--- config.mk ---
export PLATFORM = sky130hd
export DESIGN_NAME = instr_decode_stage
export DESIGN_NICKNAME = d
export VERILOG_FILES = /design/src/rtl/decode_pkg.sv /design/src/rtl/instr_field_decode.sv /design/src/rtl/instr_decode_stage.sv
export SDC_FILE = /design/constraint.sdc
export NUM_CORES = 1
export LEC_CHECK = 0
export BUFFER_PORTS_ARGS = -buffer_cell sky130_fd_sc_hd__buf_2
export CAP_MARGIN = 40
export CORE_ASPECT_RATIO = 2
export CORE_MARGIN = 8
export CORE_UTILIZATION = 38
export CTS_CLUSTER_DIAMETER = 150
export DETAILED_ROUTE_END_ITERATION = 8
export SLEW_MARGIN = 20
export SYNTH_ARGS = -nofsm -noshare
export SYNTH_HDL_FRONTEND = slang
export SYNTH_SLANG_ARGS = --single-unit
--- constraint.sdc ---
create_clock -name clk -period 3.5 [get_ports clk]
set_clock_uncertainty 0.2 [all_clocks]
set_input_delay 0.175 -clock clk [delete_from_list [all_inputs] [get_ports clk]]
set_output_delay 0.175 -clock clk [all_outputs]
set_load 0.1 [all_outputs]
--- src/rtl/decode_pkg.sv ---
// Shared opcode constants, instruction format encoding and the decoded-entry
// record that the decode stage queues toward execute.
package decode_pkg;

    localparam int XLEN_MAX = 64;

    localparam logic [6:0] OPC_LUI       = 7'b0110111;
    localparam logic [6:0] OPC_AUIPC     = 7'b0010111;
    localparam logic [6:0] OPC_JAL       = 7'b1101111;
    localparam logic [6:0] OPC_JALR      = 7'b1100111;
    localparam logic [6:0] OPC_BRANCH    = 7'b1100011;
    localparam logic [6:0] OPC_LOAD      = 7'b0000011;
    localparam logic [6:0] OPC_STORE     = 7'b0100011;
    localparam logic [6:0] OPC_OP_IMM    = 7'b0010011;
    localparam logic [6:0] OPC_OP        = 7'b0110011;
    localparam logic [6:0] OPC_OP_IMM_32 = 7'b0011011;
    localparam logic [6:0] OPC_OP_32     = 7'b0111011;
    localparam logic [6:0] OPC_SYSTEM    = 7'b1110011;

    typedef enum logic [2:0] {
        FMT_R    = 3'd0,
        FMT_I    = 3'd1,
        FMT_S    = 3'd2,
        FMT_B    = 3'd3,
        FMT_U    = 3'd4,
        FMT_J    = 3'd5,
        FMT_NONE = 3'd6
    } fmt_e;

    // pc/imm are sized for the widest datapath; narrower builds use the low XLEN bits
    typedef struct packed {
        logic [XLEN_MAX-1:0] pc;
        logic [6:0]          opcode;
        fmt_e                fmt;
        logic [4:0]          rd;
        logic [4:0]          rs1;
        logic [4:0]          rs2;
        logic [2:0]          funct3;
        logic [6:0]          funct7;
        logic [XLEN_MAX-1:0] imm;
        logic                rd_we;
        logic                illegal;
    } decoded_t;

    function automatic logic [XLEN_MAX-1:0] sext32(input logic [31:0] v);
        return {{(XLEN_MAX-32){v[31]}}, v};
    endfunction

endpackage

--- src/rtl/instr_field_decode.sv ---
// Combinational RV32I/RV64I field extractor: classifies the format and builds
// the sign-extended immediate; unused fields of each format are forced to zero.
module instr_field_decode
    import decode_pkg::*;
#(
    parameter int XLEN = 32
) (
    input  logic [31:0]     i_instr,
    input  logic [XLEN-1:0] i_pc,
    output decoded_t        o_dec
);

    fmt_e w_fmt;

    always_comb begin
        w_fmt = FMT_NONE;
        unique case (i_instr[6:0])
            OPC_OP:                               w_fmt = FMT_R;
            OPC_OP_32:                            w_fmt = (XLEN == 64) ? FMT_R : FMT_NONE;
            OPC_OP_IMM, OPC_LOAD, OPC_JALR,
            OPC_SYSTEM:                           w_fmt = FMT_I;
            OPC_OP_IMM_32:                        w_fmt = (XLEN == 64) ? FMT_I : FMT_NONE;
            OPC_STORE:                            w_fmt = FMT_S;
            OPC_BRANCH:                           w_fmt = FMT_B;
            OPC_LUI, OPC_AUIPC:                   w_fmt = FMT_U;
            OPC_JAL:                              w_fmt = FMT_J;
            default:                              w_fmt = FMT_NONE;
        endcase
        if (i_instr[1:0] != 2'b11)
            w_fmt = FMT_NONE;
    end

    always_comb begin
        o_dec              = '0;
        o_dec.pc[XLEN-1:0] = i_pc;
        o_dec.opcode       = i_instr[6:0];
        o_dec.fmt          = w_fmt;
        unique case (w_fmt)
            FMT_R: begin
                o_dec.rd     = i_instr[11:7];
                o_dec.rs1    = i_instr[19:15];
                o_dec.rs2    = i_instr[24:20];
                o_dec.funct3 = i_instr[14:12];
                o_dec.funct7 = i_instr[31:25];
            end
            FMT_I: begin
                o_dec.rd     = i_instr[11:7];
                o_dec.rs1    = i_instr[19:15];
                o_dec.funct3 = i_instr[14:12];
                o_dec.imm    = sext32({{20{i_instr[31]}}, i_instr[31:20]});
            end
            FMT_S: begin
                o_dec.rs1    = i_instr[19:15];
                o_dec.rs2    = i_instr[24:20];
                o_dec.funct3 = i_instr[14:12];
                o_dec.imm    = sext32({{20{i_instr[31]}}, i_instr[31:25], i_instr[11:7]});
            end
            FMT_B: begin
                o_dec.rs1    = i_instr[19:15];
                o_dec.rs2    = i_instr[24:20];
                o_dec.funct3 = i_instr[14:12];
                o_dec.imm    = sext32({{20{i_instr[31]}}, i_instr[7], i_instr[30:25],
                                       i_instr[11:8], 1'b0});
            end
            FMT_U: begin
                o_dec.rd     = i_instr[11:7];
                o_dec.imm    = sext32({i_instr[31:12], 12'b0});
            end
            FMT_J: begin
                o_dec.rd     = i_instr[11:7];
                o_dec.imm    = sext32({{12{i_instr[31]}}, i_instr[19:12], i_instr[20],
                                       i_instr[30:21], 1'b0});
            end
            default: ;
        endcase
        o_dec.rd_we   = (w_fmt inside {FMT_R, FMT_I, FMT_U, FMT_J}) && (o_dec.rd != 5'd0);
        o_dec.illegal = (w_fmt == FMT_NONE);
    end

endmodule

--- src/rtl/instr_decode_stage.sv ---
// Registered decode stage: decodes each accepted beat and queues the final
// result in a DEPTH-entry FIFO so fetch can run ahead of execute stalls.
module instr_decode_stage
    import decode_pkg::*;
#(
    parameter int XLEN  = 32,
    parameter int DEPTH = 2,
    parameter int CNT_W = 16
) (
    input  logic             clk,
    input  logic             rst_n,
    input  logic             flush,
    input  logic             in_valid,
    output logic             in_ready,
    input  logic [31:0]      in_instr,
    input  logic [XLEN-1:0]  in_pc,
    output logic             out_valid,
    input  logic             out_ready,
    output logic [XLEN-1:0]  out_pc,
    output logic [6:0]       out_opcode,
    output logic [2:0]       out_fmt,
    output logic [4:0]       out_rd,
    output logic [4:0]       out_rs1,
    output logic [4:0]       out_rs2,
    output logic [2:0]       out_funct3,
    output logic [6:0]       out_funct7,
    output logic [XLEN-1:0]  out_imm,
    output logic             out_rd_we,
    output logic             out_illegal,
    output logic [CNT_W-1:0] illegal_cnt
);

    localparam int PTR_W = (DEPTH > 1) ? $clog2(DEPTH) : 1;
    localparam int CNT_FW = $clog2(DEPTH + 1);

    decoded_t          r_mem [DEPTH];
    logic [PTR_W-1:0]  r_wptr, r_rptr;
    logic [CNT_FW-1:0] r_count;
    logic [CNT_W-1:0]  r_ill_cnt;

    decoded_t w_dec, w_head;
    logic     w_push, w_pop;

    instr_field_decode #(.XLEN(XLEN)) u_dec (
        .i_instr (in_instr),
        .i_pc    (in_pc),
        .o_dec   (w_dec)
    );

    function automatic logic [PTR_W-1:0] ptr_inc(input logic [PTR_W-1:0] p);
        return (p == PTR_W'(DEPTH - 1)) ? '0 : p + 1'b1;
    endfunction

    assign in_ready  = (r_count < CNT_FW'(DEPTH)) || out_ready;
    assign out_valid = (r_count != '0);
    assign w_push    = in_valid && in_ready && !flush;
    assign w_pop     = out_valid && out_ready;

    always_ff @(posedge clk or negedge rst_n) begin
        if (!rst_n) begin
            for (int i = 0; i < DEPTH; i++) r_mem[i] <= '0;
            r_wptr    <= '0;
            r_rptr    <= '0;
            r_count   <= '0;
            r_ill_cnt <= '0;
        end else begin
            if (w_push) begin
                r_mem[r_wptr] <= w_dec;
                if (w_dec.illegal && !(&r_ill_cnt))
                    r_ill_cnt <= r_ill_cnt + 1'b1;
            end
            // Flush empties the queue outright; any same-cycle pop is subsumed by it
            if (flush) begin
                r_wptr  <= '0;
                r_rptr  <= '0;
                r_count <= '0;
            end else begin
                if (w_push) r_wptr <= ptr_inc(r_wptr);
                if (w_pop)  r_rptr <= ptr_inc(r_rptr);
                if (w_push && !w_pop)      r_count <= r_count + 1'b1;
                else if (!w_push && w_pop) r_count <= r_count - 1'b1;
            end
        end
    end

    assign w_head      = r_mem[r_rptr];
    assign out_pc      = w_head.pc[XLEN-1:0];
    assign out_opcode  = w_head.opcode;
    assign out_fmt     = w_head.fmt;
    assign out_rd      = w_head.rd;
    assign out_rs1     = w_head.rs1;
    assign out_rs2     = w_head.rs2;
    assign out_funct3  = w_head.funct3;
    assign out_funct7  = w_head.funct7;
    assign out_imm     = w_head.imm[XLEN-1:0];
    assign out_rd_we   = w_head.rd_we;
    assign out_illegal = w_head.illegal;
    assign illegal_cnt = r_ill_cnt;

    generate
        if (XLEN < XLEN_MAX) begin : g_narrow
            logic w_unused_hi;
            assign w_unused_hi = ^{w_head.pc[XLEN_MAX-1:XLEN], w_head.imm[XLEN_MAX-1:XLEN]};
        end
    endgenerate

endmodule

======== Word level (Yosys, flattened, before mapping) ========
Cells that the tools add are included.
storage, ports and cells
  register bits after elaboration ......... 350
  input port bits ......................... 69
  output and inout port bits .............. 119
  logic and storage cells ................. 104
operators by class
  add/subtract/negate cells ............... 5
  $lt $le $gt $ge ......................... 4
  equality and inequality tests ........... 17
  muxes and demuxes ....................... 23
  bitwise logic cells ..................... 2
  reduce and logical (&&, ||, !) cells .... 27
operators by type and width
  cell                     number
  $mux W133                3
  $bwmux W330              1
  $pmux W64 S5             1
  $demux W165 S1           1
  $mux W165                1
  $eq A7 B7 Y1 const B     4
  $eq A7 B6 Y1 const B     3
  $pmux W3 S6              1
  $add A16 B1 Y16 const B  1
  $reduce_and A16 Y1       1
  $mux W5                  3
  $eq A7 B5 Y1 const B     2
  $reduce_or A4 Y1         3
  $eq A3 B3 Y1 const B     3
  $logic_and A1 B1 Y1      8
  $eq A7 B2 Y1 const B     1
  $mux W7                  1
  $eq A3 B2 Y1 const B     2
  $mux W1                  6
  $mux W2                  3
  $mux W3                  2
  $reduce_bool A2 Y1       3
  $reduce_bool A5 Y1       1
  $ge A2 B2 Y1 const B     2
  other kinds (16)         21

======== Logic depth before layout (Yosys ltp) ========
  depth after elaboration ................. 10
  mapped depth ............................ 8
  mapped depth without buffers ............ 6

======== Hierarchy ========
From an unflattened synthesis, not the netlist that was laid out.
unflattened totals
  cell total of the unflattened synthesis .. 863
  area total of the unflattened synthesis .. 12,156.7 µm²
modules (own cells, without submodules)
  module              instances  cells an instance  area each (µm²)  seq. area each (µm²)
  instr_decode_stage  1          640                10,560.1         5,555.3
  instr_field_decode  1          223                1,596.5          0.0

======== Least setup slack after synthesis ========
Ideal clock, no wire load.
  path type ............................... reg2reg
  start point ............................. register r_ill_cnt[0] (netlist: illegal_cnt[0])
  end point ............................... register r_ill_cnt[1] (netlist: illegal_cnt[1])
  library setup time ...................... 0.128 ns
  arrival ................................. 2.372 ns
  required time ........................... 3.172 ns
  slack ................................... 0.800 ns
  cell stages (with the launch flop) ...... 6
  clock period less this slack ............ 2.700 ns
  cell sequence ........................... dfrtp_1 -> ha_1 -> nand3_1 -> or4_4 -> nand2_1 -> mux2_1
on the way
  cells in the longest elaborated chain, start to end .. 4
  elaborated cells on any way between the ends .. 5
  classes of those cells .................. add/sub: 1; reduce/logical: 4
ends and longest elaborated chain
  item                                                     RTL line                  source
  start, declared                                          instr_decode_stage.sv:39  logic [CNT_W-1:0] r_ill_cnt;
  start signal, assigned                                   instr_decode_stage.sv:70  r_ill_cnt <= r_ill_cnt + 1'b1;
  branches (longest 4 deep; another with $add A16 B1 Y16)  n/a
Several ways; the timed one is not identified.
A chain may end at the register's enable or synchronous reset.

======== Final worst setup path ========
  start point ............................. register r_rptr
  end point ............................... output port out_fmt[2]
on the way
  cells in the longest elaborated chain, start to end .. 4
ends and longest elaborated chain
  item                                          RTL line                  source
  start, declared                               instr_decode_stage.sv:37  logic [PTR_W-1:0] r_wptr, r_rptr;
  start signal, assigned                        instr_decode_stage.sv:79  if (w_pop) r_rptr <= ptr_inc(r_rptr);
  $not A1 Y2 (not written as such)              instr_decode_stage.sv:86  assign w_head = r_mem[r_rptr];
  $mux W133 (not written as such) (3 in a row)  instr_decode_stage.sv:86
  end, declared                                 instr_decode_stage.sv:21  output logic [2:0] out_fmt,
Every way passes these cells. The select of a mux whose other input is x is not followed.

==> flow_summary.rst <==
.. list-table::
   :header-rows: 1

   * - Metric
     - Value
   * - GPL Wtd Cong
     - about 0.80
   * - Post-layout power
     - 8440 µW
   * - Post-CTS Setup Repair Bufs
     - 0
   * - Share of the core filled with cells in the final layout
     - 48.3%
   * - Signal arrival time at the worst endpoint
     - ~2200 ps
   * - Routed wire length on met3
     - approximately 1.6 mm
   * - Number of setup violations in the final report
     - 0
   * - Final hold violation count
     - 0
   * - Post-detailed-placement half-perimeter wirelength
     - between 20 and 25 mm
   * - First-pass GRT wire length
     - around 47 mm
   * - Mean cell area of the mapped netlist
     - approximately 10 µm²
   * - Worst-case hold slack
     - 25.2 ps
   * - Sequential element share of the synthesized area
     - a little over half
   * - Routed wl met2
     - ~15 mm
   * - RR Startpoint
     - r_count[1]$_DFFE_PN0P_
   * - Top layer used by detailed routing
     - met4
   * - Total via count in the routed design
     - 8142
   * - Post-synth EDFFs
     - 0
   * - Clock root cell
     - sky130_fd_sc_hd__clkbuf_16
   * - Area growth from synthesis to layout
     - 25.8%
   * - Top Ports
     - ~190
   * - Die extent in y
     - ~250 µm
   * - Number of design rule violations left after detail routing
     - 0
   * - Worst skew pair latency
     - 510 ps
   * - VDD IR max
     - approximately 0.00086 V
   * - Final period demand of the worst path
     - between 2000 and 3000 ps
   * - Async set-or-reset flop fraction in the synthesized netlist
     - between 90% and 100%
   * - Library cell contributing the largest single delay on the critical path
     - sky130_fd_sc_hd__buf_4
   * - Cell types with the highest counts after synthesis
     - sky130_fd_sc_hd__nand2_1, sky130_fd_sc_hd__dfrtp_1, sky130_fd_sc_hd__mux2_2
   * - Count leader, synth
     - sky130_fd_sc_hd__nand2_1
   * - Die ar.
     - roughly 33000 µm²
   * - Horizontal die dimension
     - 132 µm
   * - Leakage dissipation
     - approximately 0.0063 µW
   * - Clock Sinks
     - about 220
   * - Final nets
     - around 1300
   * - Period utilization
     - between 70% and 80%
   * - Sequence of cells on the critical path
     - buf_4, mux2_2, buf_2
   * - Cells taking the most area after synthesis
     - sky130_fd_sc_hd__dfrtp_1, sky130_fd_sc_hd__mux2_2, sky130_fd_sc_hd__nand2_1, sky130_fd_sc_hd__a21oi_1, sky130_fd_sc_hd__o21ai_0
   * - Worst rel slew slack
     - a little over two fifths
   * - Std-Cell Core Area
     - about 27000 µm²
   * - Path category of the worst min-delay check
     - input port to async pin
   * - Fmax
     - approximately 400 MHz
   * - Starting density of the core
     - 38.4%
   * - Biggest area consumer among synthesized cells
     - sky130_fd_sc_hd__dfrtp_1
   * - Largest net degree at the start of global routing
     - 84
   * - Library cells used by synthesis
     - 62
   * - Via-per-instance ratio
     - approximately 5
   * - Number of instances in the synthesized netlist
     - between 1000 and 1500
   * - Drt pass-1 iters
     - 5
   * - Antenna violations before repair
     - 0
   * - Average wire length per cell after detail routing
     - about 18 µm
   * - Worst setup SP type
     - flop
   * - Crit path capture type
     - primary output
   * - Port buffer count
     - approximately 190
   * - Clk pin slew, worst setup/hold paths
     - 60 ps
   * - Beginning of the critical path
     - r_rptr$_DFFE_PN0P_
   * - Post-route met1 wirelength
     - 11.5 mm
   * - H-tree levels
     - 1
   * - Number of global-route vias before repair
     - 8668
   * - Iter 0 DRT Violations
     - 410
   * - # fillers
     - 2581
   * - Number of synthesized register bits
     - around 220
   * - Power density relative to cell area
     - 652 nW/µm²
   * - Overflow left after global routing
     - 0
   * - Synth Warn #
     - 0
   * - Number of maximum-capacitance constraint violations
     - 0
   * - Predominant post-synthesis flop cell
     - sky130_fd_sc_hd__dfrtp_1
   * - Post-route setup TNS
     - 0 ps
   * - CTS tree
     - done
   * - Highest net fanout along the worst path
     - 39
   * - Required time of the critical path
     - 3120 ps
   * - Critical path class
     - flop to primary output
   * - Clock buffers created by TritonCTS
     - 22
   * - Slowest cell delay on critical path
     - ~480 ps
   * - Clock Tree Buf Depth
     - 3
   * - Measured slew at the worst slew-check pin
     - 848 ps
   * - WL final
     - between 20 and 30 mm
   * - ANT nets after route
     - 0
   * - Total global-route track usage
     - between 10% and 20%
   * - Area share of the leading cell type in the synthesized netlist
     - about 54%
   * - Number of cell rows
     - 85
   * - Synthesized area
     - approximately 10000 µm²
   * - Setup repair after global routing missed its margin
     - no
   * - Share of cells above drive strength 1
     - 30.6%
   * - Post-synth net total
     - roughly 1100
   * - Count of antenna diodes in the layout
     - 0
   * - Final Slew Violations
     - 0
   * - Run status
     - finished, final reports clean
per-layer routing:
| metal | vias to the layer above | GRT usage, % |
|---|---|---|
| met3 | 60 | 3.92 |
| met2 | 201 | 31.4 |
| met5 | - | 0 |
| met1 | 3982 | 19.6 |
| met4 | 0 | 9.14 |
| li1 | 3899 | - |
path summary, 6_finish.rpt:
check | to | slack (ps) | depth (start not counted)
min in group clk | r_mem[92]$_DFFE_PN0P_ | 80 | 4
worst max register to register | r_mem[191]$_DFFE_PN0P_ | 1030 | 6
max in group asynchronous | r_mem[292]$_DFFE_PN0P_ | 2050 | 3
worst min-delay path | r_mem[29]$_DFFE_PN0P_ | 30 | 2
worst min register to register | r_mem[105]$_DFFE_PN0P_ | 270 | 2
worst max-delay path | out_fmt[2] | 930 | 3
final cells by class:
cell class | count | area, µm² | share of cell area [%]
Inverter | 5 | 18.8 | 0.145
Clock buffer | 32 | 649 | 5.02
Multi-Input combinational cell | 740 | 4420 | 34.2
Sequential cell | 222 | 5560 | 43.0
Timing Repair Buffer | 275 | 1820 | 14.1
Clock inverter | 5 | 32.5 | 0.251
Tap cell | 348 | 435 | 3.37
flip-flops by register name, indices dropped and copies added, names as in the netlist:
signal       cells
illegal_cnt     16
r_count          2
r_mem          202
r_rptr           1
r_wptr           1
metrics by stage:
step / cells / area, µm² / setup WS [ps]
2_1_floorplan: 1027 / 10300 / 800
4_1_cts: 1627 / 12900 / 887
5_1_grt: 1627 / 12900 / 849
3_3_place_gp: 1520 / 11600 / 1100
3_5_place_dp: 1520 / 11600 / 1020
6_report: 1627 / 12900 / 932
cell usage in the layout (no fill, tap or decap), types with 15 or more instances in the layout:
cell type	synthesis	routed
sky130_fd_sc_hd__a21oi_1	47	47
sky130_fd_sc_hd__a22o_1	15	15
sky130_fd_sc_hd__buf_2	32	186
sky130_fd_sc_hd__buf_4	6	15
sky130_fd_sc_hd__clkbuf_16	0	23
sky130_fd_sc_hd__dfrtp_1	222	221
sky130_fd_sc_hd__dlygate4sd3_1	0	70
sky130_fd_sc_hd__mux2_2	118	118
sky130_fd_sc_hd__nand2_1	333	332
sky130_fd_sc_hd__nor2_1	58	58
sky130_fd_sc_hd__o21ai_0	44	44
what timing repair did:
action / 4_1_cts / 5_1_grt
hold buffers: 70 / 0
endpoints found under the hold margin: 360 / 0
gates resized for setup: 0 / 0
worst max-delay path, delay by kind of cell, from the launching register on:
| family | cells | cell delay, ps |
|---|---|---|
| buffers and inverters | 2 | 780 |
| flip-flops | 1 | 430 |
| multiplexers | 1 | 430 |
logic make-up after synthesis:
logic type	Yosys count	synth area share, %
compound gates	143	8.62
fa+ha+maj	1	0.122
flops	222	54.0
simple gates	458	19.3
xor+xnor	16	1.36
mux	122	13.3
buf+inv	65	3.20
power by group:
group	internal, µW	switching (µW)	total, µW
registers	2980	235	3220
logic	645	2300	2940
clock network	1290	997	2280
No activity file was read; power rests on OpenSTA's default activity.
